File: src/rtl/w_mem_stream.sv
// Writable weight memory that streams all NUM_WEIGHT words in address order to a neuron MAC.
// Latency: start accepted at edge t, busy from t+1, first word valid from t+2; one word per cycle while ready.
// Backpressure: out_ready low holds wout/wout_last stable with no drop; writes while not IDLE are rejected.
module w_mem_stream #(
  parameter int NUM_WEIGHT = 10,
  parameter int DATA_WIDTH = 16,
  parameter int ADDR_WIDTH = $clog2(NUM_WEIGHT)
) (
  input  logic                  clk,
  input  logic                  rst_n,
  input  logic                  wen,
  input  logic [ADDR_WIDTH-1:0] wadd,
  input  logic [DATA_WIDTH-1:0] win,
  output logic                  wr_drop,
  input  logic                  start,
  output logic                  busy,
  output logic                  done,
  output logic                  out_valid,
  input  logic                  out_ready,
  output logic [DATA_WIDTH-1:0] wout,
  output logic                  wout_last
);

  // rd_ptr must be able to hold NUM_WEIGHT itself, where it saturates
  localparam int PTR_W = $clog2(NUM_WEIGHT + 1);
  localparam logic [PTR_W-1:0] END_PTR  = PTR_W'(NUM_WEIGHT);
  localparam logic [PTR_W-1:0] LAST_PTR = PTR_W'(NUM_WEIGHT - 1);

  typedef enum logic [1:0] {
    IDLE,
    STREAM,
    DONE
  } state_t;

  state_t                state, state_nxt;
  logic [PTR_W-1:0]      rd_ptr;
  logic [DATA_WIDTH-1:0] mem [NUM_WEIGHT];
  logic                  wr_ok;
  logic                  rd_en;

  assign wr_ok = wen && (state == IDLE) && (PTR_W'(wadd) < END_PTR);
  assign rd_en = (state == STREAM) && (rd_ptr < END_PTR) && (!out_valid || out_ready);

  always_comb begin
    state_nxt = state;
    busy      = 1'b0;
    done      = 1'b0;
    case (state)
      IDLE: begin
        if (start) state_nxt = STREAM;
      end
      STREAM: begin
        busy = 1'b1;
        if ((rd_ptr == END_PTR) && out_valid && out_ready) state_nxt = DONE;
      end
      DONE: begin
        done      = 1'b1;
        state_nxt = IDLE;
      end
      default: state_nxt = IDLE;
    endcase
  end

  always_ff @(posedge clk or negedge rst_n) begin
    if (!rst_n) state <= IDLE;
    else        state <= state_nxt;
  end

  // Weight storage is deliberately left out of reset so contents survive a mid-stream reset.
  always_ff @(posedge clk) begin
    if (wr_ok) mem[wadd] <= win;
  end

  always_ff @(posedge clk or negedge rst_n) begin
    if (!rst_n) begin
      rd_ptr    <= '0;
      wout      <= '0;
      wout_last <= 1'b0;
      out_valid <= 1'b0;
      wr_drop   <= 1'b0;
    end else begin
      wr_drop <= wen && !wr_ok;
      if ((state == IDLE) && start) rd_ptr <= '0;
      else if (rd_en)               rd_ptr <= rd_ptr + PTR_W'(1);
      if (rd_en) begin
        wout      <= mem[rd_ptr[ADDR_WIDTH-1:0]];
        wout_last <= (rd_ptr == LAST_PTR);
      end
      if (rd_en)          out_valid <= 1'b1;
      else if (out_ready) out_valid <= 1'b0;
    end
  end

endmodule

File: config.mk
export PLATFORM = sky130hd
export DESIGN_NAME = w_mem_stream
export DESIGN_NICKNAME = d
export VERILOG_FILES = /design/src/rtl/w_mem_stream.sv
export SDC_FILE = /design/constraint.sdc
export NUM_CORES = 1
export LEC_CHECK = 0
export CELL_PAD_IN_SITES_DETAIL_PLACEMENT = 1
export CELL_PAD_IN_SITES_GLOBAL_PLACEMENT = 1
export CORE_MARGIN = 2
export CORE_UTILIZATION = 35
export CTS_CLUSTER_SIZE = 40
export DETAILED_ROUTE_END_ITERATION = 10
export GPL_TIMING_DRIVEN = 0
export PLACE_DENSITY = 0.65
export SETUP_SLACK_MARGIN = 0.2
export SLEW_MARGIN = 20
export SYNTH_ARGS = -nofsm -noshare
export SYNTH_HDL_FRONTEND = slang
export SYNTH_SLANG_ARGS = --single-unit
File: constraint.sdc
create_clock -name clk -period 3.5 [get_ports clk]
set_input_delay 0.525 -clock clk [delete_from_list [all_inputs] [get_ports clk]]
set_output_delay 0.525 -clock clk [all_outputs]
set_load 0.01 [all_outputs]
Word level (Yosys, flattened, before mapping):

Memory sizes are Yosys's and may differ from the RTL's. A register that Yosys moved wholly into a read port is not among the register bits.
Cells that the tools add are included.

* $add $sub $neg: 1
* reduce and logical (&&, ||, !) cells: 16
* equality and inequality tests: 6
* $lt $le $gt $ge: 2
* multiplexer cells: 11

Operator list (number)
* $eq A4 B4 Y1 const B: 2
* $logic_and A1 B1 Y1: 8
* $lt A4 B4 Y1 const B: 2
* $mux W4: 2
* $mux W1: 6
* $add A4 B1 Y4 const B: 1
* $mux W2: 2
* $pmux W2 S2: 1
* $reduce_bool A2 Y1: 2
* $logic_not A1 Y1: 3
* $eq A2 B1 Y1 const B: 1
* $eq A2 B2 Y1 const B: 1
* $logic_not A2 Y1: 1
* $ne A2 B1 Y1 const B: 1
* $ne A2 B2 Y1 const B: 1
* $reduce_and A2 Y1: 1
* $logic_or A1 B1 Y1: 1

* output and inout bits: 21
* memories kept: 1
* RAM bits: 160
* register bits: 9
* input bits: 25

Memories
* mem: words 10, bits a word 16, read ports 1, clocked after memory_dff 1, wr ports 1, RTL line 37 `logic [DATA_WIDTH-1:0] mem [NUM_WEIGHT];`

Longest topological paths before layout:

Gate-level depths: netlist (run 1).

* depth after elaboration: 5
* gate-level depth with buffers: 8
* gate-level depth less buffers: 5

Least setup slack after synthesis (run 1):

OpenSTA, ideal clock, no wires.

* path type: in2reg
* start: in wadd[1]
* end: mem mem[2][0], enable pin
* slack: 0.521 ns
* required time: 3.068 ns
* data arrival time: 2.548 ns
* stages on the path: 4
* cells stage by stage: o21ai_0 -> and3_1 -> nand2_1 -> nor4_1

* longest elaborated chain between the ends: 4

RTL lines
* start, declared: RTL line 12 `input logic [ADDR_WIDTH-1:0] wadd,`
* $lt A4 B4 Y1: RTL line 41 `assign wr_ok = wen && (state == IDLE) && (PTR_W'(wadd) < END_PTR);`
* $logic_and A1 B1 Y1: RTL line 41
* $mux W1: RTL line 71 `if (wr_ok) mem[wadd] <= win;`
* $mux W1 (implied by the code): RTL line 71
* end, declared: RTL line 37

Parallel ways exist; a longest one is shown, timed or not.

Worst setup path after layout (run 1):

* start: in wadd[2]
* end: mem mem[1][14], enable pin

Same word-level chain as after synthesis.

==> results of run 1 <==
[sequential cells by signal, summed over array words and instances, names as in the netlist]
register   count
wout          16
out_valid      1
rd_ptr         4
state          2
mem          160
wout_last      1
wr_drop        1
[cells by family after synthesis]
group	count (synthesis)	synth area share
AO/OA/AOI/OAI	17	0.0127
XOR/XNOR	1	0.00122
adder cells (fa/ha/maj)	3	0.00522
buffers and inverters	21	0.0176
flip-flops	185	0.755
multiplexers	55	0.159
AND/OR/NAND/NOR	82	0.0499
[worst max-delay path, cell delays in order]
cell	delay (ns)
clkdlybuf4s50_1	0.60
o21ai_0	0.29
and3_1	0.28
nand3b_1	0.23
nor3_2	0.67
buf_6	0.24
buf_6	0.15
[path summary, 6_finish.rpt]
check / to / start / slack [ns] / depth (start not counted)
max: mem[1][14] / wadd[2] / 0.65 / 7
min: wout[1] / rst_n / 0.09 / 1
max reg2reg: wout[5] / rd_ptr[2] / 1.03 / 6
min reg2reg: wout[6] / wout[6] / 0.46 / 2
max in group asynchronous: wout[3] / rst_n / 3.04 / 1
min in group clk: wout[6] / wout[6] / 0.46 / 2
[per-stage QoR]
stage               instances  total power, uW   util  TNS [ns]  setup WS [ns]
finish                    726             6180  0.431         0          0.649
global route              726             6470  0.431         0          0.524
CTS                       726             6270  0.431         0          0.676
detailed placement        694             4520  0.405         0          0.240
global placement          679             4460  0.395    -92.27          -1.72
floorplan                 364             3840      -         0          0.521
[power by group through the flow]
| stage | Sequential [uW] | Clock [uW] | Combinational (uW) |
|---|---|---|---|
| 5_1_grt | 2640 | 1850 | 1990 |
| 6_report | 2620 | 1730 | 1830 |
| 2_1_floorplan | 2700 | 0 | 1140 |
| 4_1_cts | 2620 | 1770 | 1870 |
| 3_3_place_gp | 2660 | 0 | 1800 |
| 3_5_place_dp | 2670 | 0 | 1850 |
[layer usage]
| layer | global-route usage | vias up |
|---|---|---|
| met2 | 0.256 | 81 |
| met3 | 0.0377 | 27 |
| met1 | 0.201 | 1922 |
| met4 | 0.0620 | 2 |
| li1 | - | 1610 |
| met5 | 0 | - |
[cells in the final DEF, fill, tap and decap left out, types with 3 or more instances in the layout]
| master | count |
|---|---|
| nand2_1 | 50 |
| buf_6 | 10 |
| nor3_2 | 4 |
| mux4_2 | 26 |
| clkbuf_16 | 17 |
| nand3_1 | 4 |
| mux2_2 | 6 |
| mux4_1 | 16 |
| clkinv_1 | 3 |
| clkinv_4 | 3 |
| inv_6 | 3 |
| clkbuf_1 | 6 |
| nand2b_1 | 4 |
| buf_1 | 3 |
| and2_1 | 3 |
| clkinv_2 | 4 |
| buf_8 | 4 |
| clkdlybuf4s50_1 | 44 |
| o21ai_1 | 9 |
| o21ai_0 | 6 |
| ha_1 | 3 |
| dfrtp_1 | 25 |
| nor2_2 | 4 |
| edfxtp_1 | 160 |
| buf_4 | 5 |
| nor2_1 | 4 |
| mux2i_1 | 7 |
| buf_2 | 6 |
[final cells by class]
cell class | instances | share of cell area
Clock inverter | 14 | 0.0113
Inverter | 3 | 0.00129
Clock buffer | 18 | 0.0492
Buffer | 18 | 0.0132
Timing Repair Buffer | 60 | 0.0706
Sequential cell | 185 | 0.623
Tap cell | 270 | 0.0387
Multi-Input combinational cell | 158 | 0.193
==> impl_metrics.json, run 1 <==
{
  "cp.arrival_ns": 3.00,
  "grt_overflow_total": 0,
  "fin_area_sq_um": 8720,
  "drt-vias-per-instance": 5.02,
  "via_count": 3642,
  "critPathRequiredTime_ns": 3.64,
  "post-route-drc-count": 0,
  "status": "complete, no violations",
  "cts_hold_repair.buffers": 0,
  "die_h_um": 147,
  "fin_skew_ns": 0.00964,
  "ys_ff_latch": 185,
  "track_usage": 0.156,
  "ff_latch_area_sq_um": 5430,
  "rsz0062_at_grt": "false",
  "seq_power_share": 0.423,
  "grt_max_degree": 26,
  "wl_um": 15900,
  "clockBufferDepth": 2,
  "synthTopCellsByCount": "160 x edfxtp_1, 50 x nand2_1, 26 x mux4_2",
  "wl_met1_um": 6970,
  "p_sw_uw": 1810,
  "worst_pin_slew_ns": 0.813,
  "ys_seq_area_frac": 0.755,
  "gp_congestion": 0.714,
  "power_leakage_uw": 0.00297,
  "fin_crit_ns": 2.85,
  "worstSetupPathType": "in2reg",
  "area_delta_synth_final_pct": 21.2,
  "nets": 471,
  "antenna_found_initial": 1,
  "path_clk_slew_ns": 0.06,
  "yosysTopAreaCellShare": 0.668,
  "syn_avg_cell_area_sq_um": 19.8,
  "yosys-top-cells-area": "edfxtp_1 67%, dfrtp_1 8.7%, mux4_2 8.1%",
  "finalCritPeriodShare": 0.815,
  "first_global_vias": 4001,
  "highest_layer": "met5",
  "drv_cap": 0,
  "vdd.ir_drop.worst_uv": 254,
  "combPwrFrac": 0.296,
  "holdWs_ns": 0.0855,
  "dr_wl_met2_um": 7850,
  "setup_viol": 0,
  "start_kind": "primary input",
  "yosysMostFrequentCell": "edfxtp_1",
  "first_iter_violations": 263,
  "drt.antenna.violating_nets": 0,
  "cts-root-buf": "clkbuf_16",
  "synth_cell_types": 32,
  "end_kind": "register",
  "placed_cell_area_sq_um": 8200,
  "syn_area_sq_um": 7200,
  "clockPowerShare": 0.280,
  "dp_hpwl_um": 10600,
  "grt_pass1_wl_um": 24400,
  "switching_share": 0.293,
  "wl_per_cell_um": 21.9,
  "portBuffers": 45,
  "post-synth-top-area-cell": "edfxtp_1",
  "antennaDiodeCount": 0,
  "drive_gt1_frac": 0.213,
  "cts_sinks": 185,
  "synth_edf_count": 160,
  "slew_headroom": 0.458,
  "post_cts_buffers": 0,
  "p_int_uw": 4370,
  "start_util": 0.356,
  "powerDensity_nw_per_um2": 709,
  "cts_tree": "yes",
  "numCtsBuffers": 17,
  "wl_met3_um": 769,
  "clk-insertion-delay-late_ns": 0.43,
  "die_area_sq_um": 21700,
  "slew_viol_final": 0,
  "synthCells": 364,
  "synth_ff_type": "edfxtp_1",
  "worst-path-max-fanout": 7,
  "rows": 52,
  "io_pins": 46,
  "firstDrtPassIters": 4,
  "async_flop_share": 0.135,
  "synth_nets": 392,
  "post_cts_resized": 0,
  "multi_input_area_sq_um": 1680,
  "max_freq_mhz": 351,
  "hold_class": "in2async",
  "die_w_um": 147,
  "hold_viol": 0,
  "n_fill_cell": 1924,
  "cts-htree-levels": 4,
  "core-area_sq_um": 20200,
  "yosys_warnings": 0
}
Power figures use the tool's default switching activity.
==> run 2, diff against run 1 <==
--- a/config.mk
+++ b/config.mk
@@ -12,7 +12,7 @@
 export CTS_CLUSTER_SIZE = 40
 export DETAILED_ROUTE_END_ITERATION = 10
 export GPL_TIMING_DRIVEN = 0
-export PLACE_DENSITY = 0.65
+export PLACE_DENSITY = 0.67
 export SETUP_SLACK_MARGIN = 0.2
 export SLEW_MARGIN = 20
 export SYNTH_ARGS = -nofsm -noshare
==> constraint.sdc (replaced) <==
create_clock -name clk -period 2.3 [get_ports clk]
set_input_delay 0.345 -clock clk [delete_from_list [all_inputs] [get_ports clk]]
set_output_delay 0.345 -clock clk [all_outputs]
set_load 0.01 [all_outputs]
==> run 2 against run 1 <==
Utilization up 1.4 points. Sequential share of layout area down 2.0 points. Wire length up 1.5%. Cell count up 1.7%.
==> impl_metrics.json, run 2 (synthesized netlist as in run 1, its figures left out) <==
{
  "status": "complete, no violations",
  "vdd.ir_drop.worst_uv": 501,
  "first_global_vias": 3946,
  "cts_sinks": 185,
  "slew_headroom": 0.553,
  "drv_cap": 0,
  "cp_common_cell": "buf_6",
  "wl_um": 16200,
  "setup_viol": 0,
  "antennaDiodeCount": 0,
  "clk-insertion-delay-late_ns": 0.42,
  "drt-vias-per-instance": 4.98,
  "slew_viol_final": 0,
  "cts-htree-levels": 4,
  "n_fill_cell": 1914,
  "portBuffers": 45,
  "finalCritPeriodShare": 0.885,
  "cp_slowest_cell": "clkdlybuf4s50_1",
  "largest_reg_flops": 160,
  "rsz0062_at_grt": "true",
  "start_kind": "primary input",
  "power_leakage_uw": 0.00310,
  "path_clk_slew_ns": 0.06,
  "cts_tree": "yes",
  "drive_gt1_frac": 0.248,
  "layoutNonFillerInstCount": 738,
  "start_util": 0.356,
  "r2r_cells": 6,
  "r2r_start": "rd_ptr[1]",
  "reg_top3": "mem x160, wout x16, rd_ptr x4",
  "mostFrequentLayoutCells": "160 x edfxtp_1, 50 x nand2_1, 42 x clkdlybuf4s50_1, 29 x mux4_2, 25 x dfrtp_1",
  "antenna_found_initial": 0,
  "cts-root-buf": "clkbuf_16",
  "crit_family": "buffers and inverters",
  "p_total_uw": 9800,
  "crit_start": "wadd[1]",
  "r2r_slack_ns": 0.27,
  "worstSetupPathType": "in2reg",
  "first_iter_violations": 216,
  "drt.antenna.violating_nets": 0,
  "die_w_um": 147,
  "wl_per_cell_um": 21.9,
  "critPathRequiredTime_ns": 2.44,
  "cp.arrival_ns": 2.17,
  "place_inst": 688,
  "layout.cells.most_common": "edfxtp_1",
  "io_pins": 46,
  "crit_buf_inv": 3,
  "grt_pass1_wl_um": 24900,
  "clockBufferDepth": 2,
  "powerDensity_nw_per_um2": 1090,
  "die_area_sq_um": 21700,
  "worst_pin_slew_ns": 0.670,
  "setup.worst_path.end": "mem[2][1]",
  "numCtsBuffers": 17,
  "cp.depth": 7,
  "rows": 52,
  "firstDrtPassIters": 4,
  "grt_overflow_total": 0,
  "track_usage": 0.160,
  "fin_crit_ns": 2.03,
  "hold_class": "reg2reg",
  "end_kind": "register",
  "area_delta_synth_final_pct": 25.2,
  "post-route-drc-count": 0,
  "nets": 484,
  "core-area_sq_um": 20200,
  "hold_viol": 0,
  "tns_ns": 0,
  "via_count": 3672,
  "fin_skew_ns": 0.00599,
  "dp_hpwl_um": 10200,
  "max_freq_mhz": 491,
  "die_h_um": 147,
  "r2r_end": "wout[14]",
  "grt_max_degree": 26,
  "gp_congestion": 0.707,
  "worst-path-max-fanout": 6,
  "max_flop_register": "mem",
  "crit_chain": "clkdlybuf4s50_1 -> o21ai_1 -> and3_1 -> nand2_1 -> nor4_4 -> buf_6 -> buf_6",
  "cpPeakStageDelay_ns": 0.49
}
[run 2: cell count changes in the layout (fill, tap and decap cells not counted), sizes merged, moves of 2 or more]
| cell | before | now |
|---|---|---|
| buf | 29 | 42 |
| bufinv | 0 | 3 |
| clkdlybuf4s50 | 44 | 42 |
| clkinv | 10 | 7 |
| clkinvlp | 1 | 3 |
| dlygate4sd2 | 0 | 2 |
| inv | 6 | 3 |
[run 2: worst min-delay path by stage]
stage / start / slack [ns] / end / cells past startpoint
floorplan: rst_n / 0.05 / out_valid / 0
global placement: wout[6] / 0.45 / wout[6] / 2
detailed placement: rst_n / 0.42 / wout[11] / 1
CTS: wout[12] / 0.47 / wout[12] / 2
global route: wout[7] / 0.50 / wout[7] / 2
finish: wout[12] / 0.46 / wout[12] / 2
[run 2: final cells by class]
| type | instances | area [sq um] | area share |
|---|---|---|---|
| flip-flops and latches | 185 | 5430 | 0.603 |
| multi-input cells | 158 | 1730 | 0.192 |
| repair buffers | 73 | 754 | 0.0837 |
| clock buffers | 18 | 429 | 0.0476 |
| well taps | 270 | 338 | 0.0375 |
| plain buffers | 18 | 165 | 0.0183 |
| clock inverters | 13 | 154 | 0.0171 |
| inverters | 3 | 11.3 | 0.00125 |
[run 2: what timing repair did]
item,CTS,global route
endpoints found under the hold margin,25,0
pin swaps,7,3
resized for setup,16,14
gates cloned,0,0
setup buffers,13,5
hold buffers,1,0
endpoints found under the setup margin,179,75
[run 2: tightest hold or removal path: cells and delay by family, from the launching register on]
kind / cells / cell delay (ns)
DFF: 1 / 0.34
and+or+nand+nor: 2 / 0.09
[run 2: routing by layer]
| metal | vias to the layer above | share of wire | GRT usage |
|---|---|---|---|
| li1 | 1624 | - | - |
| met1 | 1923 | 0.44 | 0.226 |
| met2 | 106 | 0.48 | 0.246 |
| met3 | 19 | 0.054 | 0.0346 |
| met4 | 0 | 0.021 | 0.0596 |
| met5 | - | 0 | 0 |
[run 2: where the power goes]
group / total (uW) / leakage, uW / switching, uW / internal, uW
registers: 3980 / 0.00174 / 108 / 3870
clock network: 2890 / 0.000279 / 1190 / 1690
logic: 2930 / 0.00108 / 1420 / 1510
total: 9800 / 0.00310 / 2730 / 7070
[run 2: metrics by stage]
step	utilization	setup WS [ns]	hold slack (ns)	cell area, sq um
final	0.445	0.265	0.463	9010
after global routing	0.445	0.167	0.497	9010
after CTS	0.442	0.198	0.470	8940
after detailed placement	0.405	-0.763	0.419	8190
after global placement	0.396	-1.59	0.452	8010
after floorplan	-	0.150	0.0494	7220
